==> config.mk <==
export PLATFORM = sky130hd
export DESIGN_NAME = waterfall_column_scheduler
export DESIGN_NICKNAME = d
export VERILOG_FILES = /design/src/rtl/waterfall_pkg.sv /design/src/rtl/waterfall_column_scheduler_rr_arbiter2.sv /design/src/rtl/waterfall_column_scheduler.sv
export SDC_FILE = /design/constraint.sdc
export NUM_CORES = 1
export LEC_CHECK = 0
export ABC_AREA = 1
export CORE_UTILIZATION = 42
export CTS_CLUSTER_SIZE = 40
export DETAILED_ROUTE_END_ITERATION = 7
export PLACE_DENSITY = 0.79
export SYNTH_ARGS = -nofsm -noshare
export SYNTH_HDL_FRONTEND = slang
export SYNTH_HIERARCHICAL = 1
export SYNTH_SLANG_ARGS = --single-unit
export TNS_END_PERCENT = 1
==> constraint.sdc <==
create_clock -name clk_data -period 1.6 [get_ports clk_data]
set_input_delay 0.16 -clock clk_data [delete_from_list [all_inputs] [get_ports clk_data]]
set_output_delay 0.16 -clock clk_data [all_outputs]
set_load 0.1 [all_outputs]
==> src/rtl/waterfall_pkg.sv <==
// Shared types and constants for the waterfall column scheduler.
// Optional column statistics are enabled with the WATERFALL_COL_STATS_EN macro.
package waterfall_pkg;

    typedef enum logic [1:0] {
        IDLE       = 2'd0,
        BURST_LOW  = 2'd1,
        BURST_HIGH = 2'd2
    } state_t;

    localparam logic SEL_LOW  = 1'b0;
    localparam logic SEL_HIGH = 1'b1;

    localparam int SAMPLE_W = 16;

endpackage

==> src/rtl/waterfall_column_scheduler_rr_arbiter2.sv <==
// Two-requester round-robin arbiter: on a tie, the requester not granted last wins.
module rr_arbiter2
    import waterfall_pkg::*;
(
    input  logic [1:0] req,
    input  logic       last_grant,
    output logic [1:0] grant
);

    always_comb begin
        grant = 2'b00;
        case (req)
            2'b01:   grant = 2'b01;
            2'b10:   grant = 2'b10;
            2'b11:   grant = (last_grant == SEL_HIGH) ? 2'b01 : 2'b10;
            default: grant = 2'b00;
        endcase
    end

endmodule

==> src/rtl/waterfall_column_scheduler.sv <==
// Burst-locked round-robin sharing of one framebuffer write port between two column streams.
// Define WATERFALL_COL_STATS_EN to get per-stream completed-column counters.
module waterfall_column_scheduler
    import waterfall_pkg::*;
#(
    parameter int COLUMN_LEN  = 256,
    parameter int NUM_COLUMNS = 64
) (
    input  logic                           clk_data,
    input  logic                           reset,
    input  logic                           low_sink_valid,
    input  logic [SAMPLE_W-1:0]            low_sink_data,
    output logic                           low_sink_ready,
    input  logic                           high_sink_valid,
    input  logic [SAMPLE_W-1:0]            high_sink_data,
    output logic                           high_sink_ready,
    output logic                           wr_en,
    output logic                           wr_sel,
    output logic [$clog2(COLUMN_LEN)-1:0]  wr_addr,
    output logic [SAMPLE_W-1:0]            wr_data,
    output logic                           column_done,
    output logic                           column_done_sel,
    output logic [$clog2(NUM_COLUMNS)-1:0] low_col_ptr,
    output logic [$clog2(NUM_COLUMNS)-1:0] high_col_ptr,
    output logic [15:0]                    low_col_count,
    output logic [15:0]                    high_col_count
);

    localparam int ADDR_W = $clog2(COLUMN_LEN);
    localparam int PTR_W  = $clog2(NUM_COLUMNS);
    localparam logic [ADDR_W-1:0] LAST_IDX = ADDR_W'(COLUMN_LEN - 1);

    state_t              state;
    logic [ADDR_W-1:0]   idx;
    logic                last_grant;
    logic [1:0]          grant;
    logic                acc;
    logic                acc_sel;
    logic [SAMPLE_W-1:0] acc_data;
    logic                col_end;

    rr_arbiter2 u_arb (
        .req        ({high_sink_valid, low_sink_valid}),
        .last_grant (last_grant),
        .grant      (grant)
    );

    // Ready depends only on the registered state, never on valid.
    assign low_sink_ready  = (state == BURST_LOW);
    assign high_sink_ready = (state == BURST_HIGH);

    always_comb begin
        acc_sel  = (state == BURST_HIGH) ? SEL_HIGH : SEL_LOW;
        acc      = (low_sink_valid && low_sink_ready) || (high_sink_valid && high_sink_ready);
        acc_data = (acc_sel == SEL_HIGH) ? high_sink_data : low_sink_data;
        col_end  = acc && (idx == LAST_IDX);
    end

    always_ff @(posedge clk_data) begin
        if (reset) begin
            state           <= IDLE;
            idx             <= '0;
            last_grant      <= SEL_HIGH;
            wr_en           <= 1'b0;
            wr_sel          <= SEL_LOW;
            wr_addr         <= '0;
            wr_data         <= '0;
            column_done     <= 1'b0;
            column_done_sel <= SEL_LOW;
            low_col_ptr     <= '0;
            high_col_ptr    <= '0;
        end else begin
            wr_en       <= acc;
            column_done <= 1'b0;
            if (acc) begin
                wr_sel  <= acc_sel;
                wr_addr <= idx;
                wr_data <= acc_data;
                idx     <= idx + ADDR_W'(1);
            end
            case (state)
                IDLE: begin
                    if (grant[0]) begin
                        state <= BURST_LOW;
                    end else if (grant[1]) begin
                        state <= BURST_HIGH;
                    end
                end
                BURST_LOW, BURST_HIGH: begin
                    // Last sample of the column: release the lock and advance the scroll origin.
                    if (col_end) begin
                        state           <= IDLE;
                        last_grant      <= acc_sel;
                        column_done     <= 1'b1;
                        column_done_sel <= acc_sel;
                        if (acc_sel == SEL_HIGH) begin
                            high_col_ptr <= high_col_ptr + PTR_W'(1);
                        end else begin
                            low_col_ptr <= low_col_ptr + PTR_W'(1);
                        end
                    end
                end
                default: state <= IDLE;
            endcase
        end
    end

`ifdef WATERFALL_COL_STATS_EN
    always_ff @(posedge clk_data) begin
        if (reset) begin
            low_col_count  <= 16'd0;
            high_col_count <= 16'd0;
        end else if (col_end) begin
            if (acc_sel == SEL_HIGH) begin
                high_col_count <= high_col_count + 16'd1;
            end else begin
                low_col_count <= low_col_count + 16'd1;
            end
        end
    end
`else
    assign low_col_count  = 16'd0;
    assign high_col_count = 16'd0;
`endif

endmodule

==> reports/results.tsv <==
metric	value	unit
status	completed	
post-route insts no fill	497	
most instantiated cells after synthesis	68 x nand2_1, 51 x dfxtp_1, 48 x nor2_1, 33 x buf_4, 24 x o21ai_0	
Async SR Flop Fraction	0	%
Port Buf Inserts	77	
vias in the first global route	2182	
count leader, synth	nand2_1	
Unique masters post-synth	30	
Hold Fails Final Rpt	0	
DP Wirelength	4.381	mm
total I/O pin count	110	
Post-synth EDFFs	0	
clock latency on the worst-skew pair	0.29	ns
DP Worst Slack	-0.03588	ns
clk buf depth	2	
crit-path max FO	19	
Final Setup Violations	0	
Overflow after GRT	0	
WL final	5.929	mm
DRC	0	
Cells after Synth	340	
Synthesis Warnings	6	
Tot Pwr	0.006672	W
# nets final	463	
R2R Path End	high_col_ptr[2]$_SDFFE_PP0P_	
worst setup margin	0.06650	ns
die height	80.02	um
drt wl/cell	11.93	um
Initial Utilization	43.43	%
xor-xnor portion of the synthesized cell area	0	%
Hold Path Class	input pin to flop	
mapped cell area	2556	sq um
Fmax	652.1	MHz
Clock transition at path regs	0.09	ns
hold wc startpoint	low_sink_data[5]	
CTS root buf	clkbuf_8	
Min Clock Period, post-route	1.533	ns
Synth Flop Type	dfxtp_1	
max cap viols	0	
RSZ-0062 raised after global routing	yes	
Core Util, Final	66.94	%
worst hold path depth	3	
largest net degree at the start of global routing	40	
Slew Viols, Final	0	
first-pass GRT wire length	9.653	mm
cell area power density	1693	nW/um^2
arrival time at the worst endpoint	1.73	ns
Final Cell Area	3940	sq um
Placed Area	3812	sq um
Reg power frac	26.5	%
R2R Setup Slk	0.07	ns
antenna viol nets, final	0	
compound-gate portion of the synthesized area	15.12	%
CTS tree	done	
Switch Pwr	0.003460	W
Placeable Area	5886	sq um
number of iterations in the first detailed-routing pass	4	
period utilization	95.84	%
cell count after placement	487	
Worst Reg-to-Reg Cells	7	
ANT cells	0	
Synth Area in Simple Gates	25.89	%
Rows	28	
GPL Wtd Cong	0.7910	
H-tree depth	2	
Pint	0.003212	W
Startpoint Class	flop	
Clock Skews	0.008801	ns
Gate power share	62.9	%
Seq/Total Area, Yosys	39.94	%
Peak VDD IR	1.163	mV
P&R area growth vs syn	54.14	%
Total GRT Usage	19.20	%
clock tree sinks	51	
post-synthesis mux area share	0	%
CP Class	flop to flop	
synth top area cells	dfxtp_1 40%, nand2_1 10%, buf_4 9.7%	
largest family of logic cells by synthesized area	simple AND/OR/NAND/NOR gates	
Sw Share	51.86	%
Initial DRC Count	103	
Inserted Clock Buffers	5	
vias post-DR	2364	
register bit total from synthesis	51	
Yosys top cell by area	dfxtp_1	
initial antenna violation count	0	
cts hold-fix bufs	0	
vias per cell	4.757	
reg2reg start	state[0]$_SDFFE_PP0P_	
post-synth top area share	39.94	%
share of cells above drive strength 1	23.93	%
DIE WIDTH	80.02	um
Setup crit end kind	flop	
Critical Path RT	1.80	ns
clock group share of total power	10.6	%
Leakage	1.640	nW
Hold EP	wr_data[5]$_SDFFE_PP0P_	
Adder-Cell Fraction of Synth Area	2.937	%
syn avg cell area	7.518	sq um
Die Area	6402	sq um
[logic make-up after synthesis]
group,Yosys count
simple gates,149
flops,51
other cells,1
compound gates,64
buf+inv,69
fa+ha+maj,6
[sequential cells by signal (all words and copies together), names as in the netlist, 2 cells and up]
signal and cells:
high_col_ptr 6, low_col_ptr 6, wr_addr 8, idx 8
state 2, wr_data 16
[worst max path at each step]
stage	start	endpoint	depth (start not counted)	slack, ns
2_1_floorplan	state[0]$_SDFFE_PP0P_	low_col_ptr[4]$_SDFFE_PP0P_	11	-0.16
4_1_cts	state[1]$_SDFFE_PP0P_	high_col_ptr[2]$_SDFFE_PP0P_	9	0.02
5_1_grt	idx[1]$_SDFFE_PP0P_	high_col_ptr[3]$_SDFFE_PP0P_	8	-0.03
6_report	state[0]$_SDFFE_PP0P_	high_col_ptr[2]$_SDFFE_PP0P_	7	0.07
3_5_place_dp	high_sink_valid	high_col_ptr[2]$_SDFFE_PP0P_	8	-0.04
3_3_place_gp	high_sink_valid	high_col_ptr[2]$_SDFFE_PP0P_	8	0.02
[per-layer routing]
layer / wire (um) / global-route usage [%] / share of wire (%) / vias to the layer above
li1: - / - / - / 1205
met1: 2515 / 22.31 / 42 / 1083
met2: 3152 / 35.47 / 53 / 74
met3: 235 / 4.343 / 4.0 / 2
met4: 26 / 4.286 / 0.44 / 0
met5: 0 / 0 / 0 / -
[power by group through the flow]
stage	combinational, W	clock (W)	sequential [W]
final	0.00420	0.000709	0.00177
after global routing	0.00437	0.000791	0.00180
after detailed placement	0.00418	0	0.00178
after CTS	0.00418	0.000716	0.00176
after global placement	0.00411	0	0.00178
after floorplan	0.00144	0	0.00309
[placed cells by master (no fill, tap or decap), types with 2 or more instances in the layout]
cell	count
buf_4	10
conb_1	32
o21ai_0	24
ha_4	2
clkdlybuf4s50_1	35
nand2_4	3
nand3_1	14
nor2_2	2
inv_1	19
nand3_2	3
nand2_1	67
a21oi_1	13
a31oi_1	11
inv_2	2
nor3_1	3
clkinv_2	3
buf_12	46
dfxtp_2	10
a21oi_2	7
dfxtp_1	41
nor2_4	4
a311oi_1	5
ha_1	4
nor2_1	47
clkbuf_8	5
o21a_1	2
[through the flow]
stage	hold WS, ns	setup TNS, ns
2_1_floorplan	0.2380	-1.105
3_3_place_gp	0.4871	0
3_5_place_dp	0.4917	-0.2137
4_1_cts	0.4283	0
5_1_grt	0.4303	-0.1612
6_report	0.4301	0
[layout make-up]
cell class	count	area [sq um]
Fill cell	452	1946
Timing Repair Buffer	91	1346
Sequential cell	51	1033
Clock inverter	3	15.01
Inverter	21	78.83
Multi-Input combinational cell	251	1304
Clock buffer	5	68.82
Tap cell	75	93.84
[what timing repair did]
| action | CTS | global route |
|---|---|---|
| buffers inserted | 0 | 2 |
| resized for setup | 0 | 10 |
| endpoints found under the setup margin | 0 | 31 |
| endpoints found under the hold margin | 0 | 0 |
[worst max-delay path, cell delays in order, from the launching register on]
cell	delay, ns
dfxtp_2	0.39
inv_2	0.07
ha_1	0.32
inv_1	0.11
nor2_8	0.31
nand3_1	0.12
nand2_1	0.08
nor2_1	0.04
(Power assumes the default switching activity.)
